--- config.mk ---
export PLATFORM = sky130hd
export DESIGN_NAME = mem_port_arbiter
export DESIGN_NICKNAME = d
export VERILOG_FILES = /design/src/rtl/mem_port_arbiter.sv
export SDC_FILE = /design/constraint.sdc
export NUM_CORES = 1
export LEC_CHECK = 0
export ABC_AREA = 1
export CAP_MARGIN = 20
export CORE_MARGIN = 2
export CORE_UTILIZATION = 42
export CTS_CLUSTER_DIAMETER = 120
export DETAILED_ROUTE_END_ITERATION = 7
export GPL_ROUTABILITY_DRIVEN = 0
export HOLD_SLACK_MARGIN = 0.08
export PLACE_DENSITY = 0.89
export SLEW_MARGIN = 40
export SYNTH_ARGS = -nofsm -noshare
export SYNTH_HDL_FRONTEND = slang
export SYNTH_SLANG_ARGS = --single-unit
--- constraint.sdc ---
create_clock -name clk -period 1.61 [get_ports clk]
set_input_delay 0.322 -clock clk [delete_from_list [all_inputs] [get_ports clk]]
set_output_delay 0.322 -clock clk [all_outputs]
set_load 0.05 [all_outputs]
--- src/rtl/mem_port_arbiter.sv ---
// mem_port_arbiter: one single-port synchronous memory shared by fetch (I)
// and load/store (D). Data wins over fetch; a starvation counter lets fetch in.
module mem_port_arbiter #(
    parameter int ADDRWIDTH    = 18,
    parameter int DATAWIDTH    = 32,
    parameter int MEM_LATENCY  = 1,
    parameter int STARVE_LIMIT = 3
) (
    input  logic                 clk,
    input  logic                 rst_signal,
    input  logic                 if_req,
    input  logic [ADDRWIDTH-1:0] if_addr,
    output logic                 if_ack,
    output logic [DATAWIDTH-1:0] if_rdata,
    input  logic                 d_req,
    input  logic                 d_write,
    input  logic [ADDRWIDTH-1:0] d_addr,
    input  logic [DATAWIDTH-1:0] d_wdata,
    output logic                 d_ack,
    output logic [DATAWIDTH-1:0] d_rdata,
    output logic                 mem_write,
    output logic [ADDRWIDTH-1:0] mem_addr,
    output logic [DATAWIDTH-1:0] mem_in,
    input  logic [DATAWIDTH-1:0] mem_out,
    output logic                 stall_fetch,
    output logic                 stall_mem,
    output logic                 busy
);

    localparam int CW = $clog2(MEM_LATENCY + 1);
    localparam int SW = $clog2(STARVE_LIMIT + 1);

    typedef enum logic [1:0] {IDLE, BUSY_I, BUSY_D} state_t;

    state_t                 state_q, state_d;
    logic [CW-1:0]          cnt_q, cnt_d;
    logic [SW-1:0]          starve_q, starve_d;
    logic                   wr_q, wr_d;
    logic                   if_ack_q, if_ack_d;
    logic                   d_ack_q, d_ack_d;
    logic                   mem_write_q, mem_write_d;
    logic [ADDRWIDTH-1:0]   mem_addr_q, mem_addr_d;
    logic [DATAWIDTH-1:0]   mem_in_q, mem_in_d;
    logic [DATAWIDTH-1:0]   if_rdata_q, if_rdata_d;
    logic [DATAWIDTH-1:0]   d_rdata_q, d_rdata_d;

    logic done, arb, i_ok, d_ok, starve_hit, gnt_i, gnt_d;

    // State and datapath registers; reset abandons any transaction in flight
    always_ff @(posedge clk or negedge rst_signal) begin
        if (!rst_signal) begin
            state_q     <= IDLE;
            cnt_q       <= '0;
            starve_q    <= '0;
            wr_q        <= 1'b0;
            if_ack_q    <= 1'b0;
            d_ack_q     <= 1'b0;
            mem_write_q <= 1'b0;
            mem_addr_q  <= '0;
            mem_in_q    <= '0;
            if_rdata_q  <= '0;
            d_rdata_q   <= '0;
        end else begin
            state_q     <= state_d;
            cnt_q       <= cnt_d;
            starve_q    <= starve_d;
            wr_q        <= wr_d;
            if_ack_q    <= if_ack_d;
            d_ack_q     <= d_ack_d;
            mem_write_q <= mem_write_d;
            mem_addr_q  <= mem_addr_d;
            mem_in_q    <= mem_in_d;
            if_rdata_q  <= if_rdata_d;
            d_rdata_q   <= d_rdata_d;
        end
    end

    // Completion, arbitration (completing requester excluded) and grant
    always_comb begin
        state_d     = state_q;
        cnt_d       = cnt_q;
        starve_d    = starve_q;
        wr_d        = wr_q;
        if_ack_d    = 1'b0;
        d_ack_d     = 1'b0;
        mem_write_d = 1'b0;
        mem_addr_d  = mem_addr_q;
        mem_in_d    = mem_in_q;
        if_rdata_d  = if_rdata_q;
        d_rdata_d   = d_rdata_q;

        done = (state_q != IDLE) && (cnt_q == CW'(MEM_LATENCY));

        if (state_q != IDLE && !done) begin
            cnt_d = cnt_q + 1'b1;
        end

        if (done) begin
            state_d = IDLE;
            if (state_q == BUSY_I) begin
                if_ack_d   = 1'b1;
                if_rdata_d = mem_out;
            end else begin
                d_ack_d = 1'b1;
                if (!wr_q) begin
                    d_rdata_d = mem_out;
                end
            end
        end

        arb        = (state_q == IDLE) || done;
        i_ok       = if_req && !(done && state_q == BUSY_I);
        d_ok       = d_req && !(done && state_q == BUSY_D);
        starve_hit = (starve_q == SW'(STARVE_LIMIT));
        gnt_d      = arb && d_ok && !(i_ok && starve_hit);
        gnt_i      = arb && i_ok && !gnt_d;

        if (gnt_d) begin
            state_d     = BUSY_D;
            cnt_d       = '0;
            wr_d        = d_write;
            mem_write_d = d_write;
            mem_addr_d  = d_addr;
            mem_in_d    = d_wdata;
        end else if (gnt_i) begin
            state_d    = BUSY_I;
            cnt_d      = '0;
            wr_d       = 1'b0;
            mem_addr_d = if_addr;
        end

        if (!if_req || gnt_i) begin
            starve_d = '0;
        end else if (gnt_d && !starve_hit) begin
            starve_d = starve_q + 1'b1;
        end
    end

    assign if_ack      = if_ack_q;
    assign d_ack       = d_ack_q;
    assign if_rdata    = if_rdata_q;
    assign d_rdata     = d_rdata_q;
    assign mem_write   = mem_write_q;
    assign mem_addr    = mem_addr_q;
    assign mem_in      = mem_in_q;
    assign stall_fetch = if_req & ~if_ack_q;
    assign stall_mem   = d_req & ~d_ack_q;
    assign busy        = (state_q != IDLE);

endmodule

### After elaboration in Yosys (flattened, before gate mapping)

Cells that the tools add are included.

| cells by class | value |
|---|---|
| add/sub/neg operators | 2 |
| equality and inequality tests | 3 |
| mux-type cells | 17 |
| bitwise gates (word level) | 6 |
| reductions and logical operators | 29 |

Operators with widths:

| operator | count |
|---|---|
| 18-bit two-way mux | 2 |
| 1-bit logical AND | 12 |
| 1-bit two-way mux | 10 |
| 2-bit two-way mux | 5 |
| 1-bit zero test | 7 |
| 2-bit nonzero test | 3 |
| 3-bit nonzero test | 2 |
| 2-bit equality test (second input constant) | 2 |
| 1-bit NOT | 4 |
| 3-bit AND reduction | 1 |
| 2-bit by 1-bit adder with 2-bit output (second input constant) | 1 |
| 1-bit AND | 2 |
| 2-bit by 1-bit equality test with 1-bit output (second input constant) | 1 |
| 2-bit zero test | 1 |
| 1-bit logical OR | 2 |
| 2-bit AND reduction | 1 |
| 1-bit adder (second input constant) | 1 |

| word-level totals | value |
|---|---|
| register bits after elaboration | 123 |
| input bits | 105 |
| output and inout port bits | 120 |
| word-level logic and storage cells | 68 |

### Longest topological paths before layout

| logic depth | value |
|---|---|
| depth after elaboration | 12 |
| mapped depth | 8 |
| gate-level depth less buffers | 8 |

### Least setup slack after synthesis

OpenSTA, ideal clock, no wires.

| timing path | value |
|---|---|
| path kind | register to output |
| start point | reg if_ack_q, in the netlist if_ack |
| end point | out stall_fetch |
| arrival time | 1,280 ps |
| data required time | 1,288 ps |
| path slack | 8 ps |
| stages on the path, launching flop included | 2 |
| path buffers | 0 |
| path through | dfrtp_1 > nor2_1 |

| between the ends | value |
|---|---|
| word-level cells in the longest chain between the ends | 2 |

Ends and longest elaborated chain:

| item | line | text |
|---|---|---|
| start, declared | 39 | `logic if_ack_q, if_ack_d;` |
| start signal, assigned | 68 | `if_ack_q <= if_ack_d;` |
| 1-bit NOT | 146 | `assign stall_fetch = if_req & ~if_ack_q;` |
| 1-bit AND | 146 |  |
| end, declared | 25 | `output logic stall_fetch,` |

No other way between the ends.

### Worst setup path in the final report

| timing path | value |
|---|---|
| start point | reg state_q[1] |
| end point | out busy |

| between the ends | value |
|---|---|
| word-level cells in the longest chain between the ends | 1 |

Ends and longest elaborated chain:

| item | line | text |
|---|---|---|
| start, declared | 35 | `state_t state_q, state_d;` |
| start signal, assigned | 64 | `state_q <= state_d;` |
| 2-bit nonzero test | 148 | `assign busy = (state_q != IDLE);` |
| end, declared | 27 | `output logic busy` |

No other way between the ends.

==> out/summary.md <==
The final number of hold-violating endpoints was 0; the data arrival time of the critical path was 1.20 ns. The tools report the number of antenna violations at the first check in global routing as 0. Across the whole layout, storage elements account for 0.00308 mm^2. The per-cell via count in the routed design came out at 5.11.

The worst setup path is captured at an output pin. For the CTS buffer count, the log shows 17. Category of the critical setup timing path: reg2out. The starting DRC count in detailed routing was 410. For the area of the multi-input gates, the log shows 0.00173 mm^2. TritonCTS built the clock tree. The critical path's top delay family was flip-flops. The net count after synthesis was 637; the critical-path maximum fanout was 4. Setup repair after global routing left no endpoint under its margin. The run gives 0 ns as the final-layout setup total negative slack. The post-route fraction of the period consumed by the critical path is 94.8%, and the reported leakage power is 4.04 nW. The achievable frequency was 655 MHz. The largest individual stage delay along the critical path comes from the cell sky130_fd_sc_hd__dfrtp_1. Once detailed placement completed, the half-perimeter wirelength came to 10.5 mm.

The count of pins over their slew limit is 0, and the remaining routing DRC violations is 0. The via count was 4685. After clock tree synthesis, the clock-pin slew on the worst setup and hold paths is 0.05 ns.

At the end of the flow the core is filled with cells to 66.9%. Entering global routing, the biggest net connects 66 pins. Fill cells in the final layout number 906. In the global route stage, overall resource usage came out at 22.6%. In this run the tightest slew margin relative to its limit is 60.8%. Deepest level of the CTS H-tree: 4. For the post-detailed-route count of antenna-violating nets, the log shows 0. The tree built by TritonCTS fans out to 123 sinks. The min-delay analysis places its worst path in the category in2async.

The width of the die works out to 115 um. Average routed wire per standard cell: 16.1 um. The first TritonRoute pass finished after 5 iterations. The smallest hold slack came out at 0.379 ns. The number of top-level design ports was 225. STA puts the critical path data required time at 1.29 ns. Port buffering added 224 buffers.

The die span in y is 115 um. 0 antenna diodes ended up in the layout. The tools report the overall routed net length as 14.7 mm. Once the floorplan was initialized, standard cells occupied 43.1% of the core. Number of nets in the final layout: 865.

The logs give 0.0120 mm^2 for the standard cell core area and 1.53 mV for the peak supply drop. From synthesis to final layout, the design area changed by 55.3%. The top cell types in the final layout, fill and taps aside, are sky130_fd_sc_hd__buf_4 (123), sky130_fd_sc_hd__dfrtp_1 (122), sky130_fd_sc_hd__nand2_1 (111). Synthesis inferred 123 register bits. Setup violations remaining at the end of the flow were counted as 0.

The buffering stage count on the worst path with inverters included is 2. Subtracting the final worst setup slack from the clock period gives 1.53 ns. The run gives 0 as the count of synthesis-stage warnings from yosys. For the pin with the worst max-slew slack, the measured transition is 0.587 ns.

In this design, the stage delay of the slowest critical-path cell is 0.42 ns. No sink is reached through more buffers than the 2 on the longest clock path. The tools report the global-route wire length before repair as 23.1 mm.

The max-cap violation count was 0. Between clock sinks in the finished design, the worst skew comes to 0.0104 ns. The number of cells produced by synthesis is 531. The worst setup path is launched from a flop.

The critical path goes through inv_2, nand2_2, buf_12. The synthesized cell area is 0.00517 mm^2, and the portion of the post-synthesis area used by sequential elements is 59.5%. The tools report the via count of the first global-routing pass as 4757. Summed over all layers, the global routing overflow is 0.

The average cell area after synthesis came out at 9.74 um^2. For this design the ratio of total power to cell area is 2650 mW/mm^2. The tree is rooted in a sky130_fd_sc_hd__clkbuf_16. Row generation in the floorplan step produced 40 rows. Share of layout cells above drive strength 1: 31.3%. The run finished with clean final reports. The number of setup buffers added after CTS is 0. The library cell used most frequently in the layout, excluding fill and tap cells, is sky130_fd_sc_hd__buf_4. The distinct cell type count of the synthesized netlist was 22; the clock latency on the worst-skew pair was 0.41 ns. The die outline area is 0.0132 mm^2.
## registers in the layout, summed over array words and instances, names as in the netlist
signal	count
mem_addr	18
state_q	2
wr_q	1
mem_in	32
if_ack	1
d_rdata	32
cnt_q	1
if_rdata	32
starve_q	2
d_ack	1
mem_write	1
## what timing repair did
action,CTS,global route
hold endpoints to repair,21,0
endpoints found under the setup margin,1,1
hold buffers,1,0
gates resized for setup,1,1
## cells by family after synthesis
logic type	count (synthesis)	share of synthesized area, %
compound gates	67	8.88
fa+ha+maj	1	0.242
buf+inv	77	7.06
flops	123	59.5
simple gates	263	24.3
## worst paths after layout
path	from	end	slack, ns	cells after the start
setup / recovery	state_q[1]	busy	0.08	3
hold / removal	rst_signal	mem_addr[0]	0.38	2
setup reg to reg	state_q[1]	d_rdata[31]	0.11	8
hold reg to reg	mem_in[29]	mem_in[29]	0.47	2
max in group asynchronous	rst_signal	state_q[0]	0.67	3
min in group clk	if_req	starve_q[0]	0.44	3
## where the power goes
part	internal, W	switching, W	leakage (nW)
Sequential	0.00461	0.000993	1.52
Clock	0.00250	0.00132	0.290
Combinational	0.00371	0.00813	2.23
## cell type report
cell class	count	share of cell area [%]
clock inverters	6	1.06
flip-flops and latches	123	38.3
multi-input cells	331	21.5
clock buffers	24	6.37
inverters	43	2.01
well taps	147	2.29
repair buffers	243	28.4
## cells in the mapped netlist
cell | instances | area, um^2
sky130_fd_sc_hd__a21oi_1 | 1 | 5.00
sky130_fd_sc_hd__a21oi_2 | 1 | 8.76
sky130_fd_sc_hd__buf_1 | 1 | 3.75
sky130_fd_sc_hd__buf_2 | 22 | 110
sky130_fd_sc_hd__buf_4 | 1 | 7.51
sky130_fd_sc_hd__buf_6 | 6 | 67.6
sky130_fd_sc_hd__clkbuf_1 | 4 | 15.0
sky130_fd_sc_hd__dfrtp_1 | 123 | 3080
sky130_fd_sc_hd__ha_1 | 1 | 12.5
sky130_fd_sc_hd__inv_1 | 41 | 154
sky130_fd_sc_hd__inv_2 | 2 | 7.51
sky130_fd_sc_hd__nand2_1 | 111 | 417
sky130_fd_sc_hd__nand2_2 | 30 | 188
sky130_fd_sc_hd__nand2_4 | 2 | 22.5
sky130_fd_sc_hd__nand3_1 | 108 | 541
sky130_fd_sc_hd__nand3_2 | 2 | 20.0
sky130_fd_sc_hd__nand4_1 | 4 | 25.0
sky130_fd_sc_hd__nor2_1 | 3 | 11.3
sky130_fd_sc_hd__nor2_4 | 3 | 33.8
sky130_fd_sc_hd__o21ai_0 | 32 | 160
sky130_fd_sc_hd__o21ai_1 | 1 | 5.00
sky130_fd_sc_hd__o21ai_2 | 32 | 280
## layer usage
layer | track usage, % | routed length (um) | vias up
li1 | - | - | 2193
met1 | 25.2 | 5490 | 2220
met2 | 39.0 | 7570 | 238
met3 | 7.43 | 1300 | 34
met4 | 11.3 | 370 | 0
met5 | 0 | 0 | -
## stage by stage
| stage | power, W | std cells | instance area [um^2] | setup slack (ns) |
|---|---|---|---|---|
| after global placement | 0.0171 | 886 | 7430 | -0.0912 |
| after CTS | 0.0214 | 917 | 8030 | 0.0729 |
| after detailed placement | 0.0175 | 886 | 7430 | -0.177 |
| after floorplan | 0.0135 | 531 | 5170 | 0.00841 |
| final | 0.0213 | 917 | 8030 | 0.0837 |
| after global routing | 0.0223 | 917 | 8030 | 0.0204 |
Power figures use the tool's default switching activity.
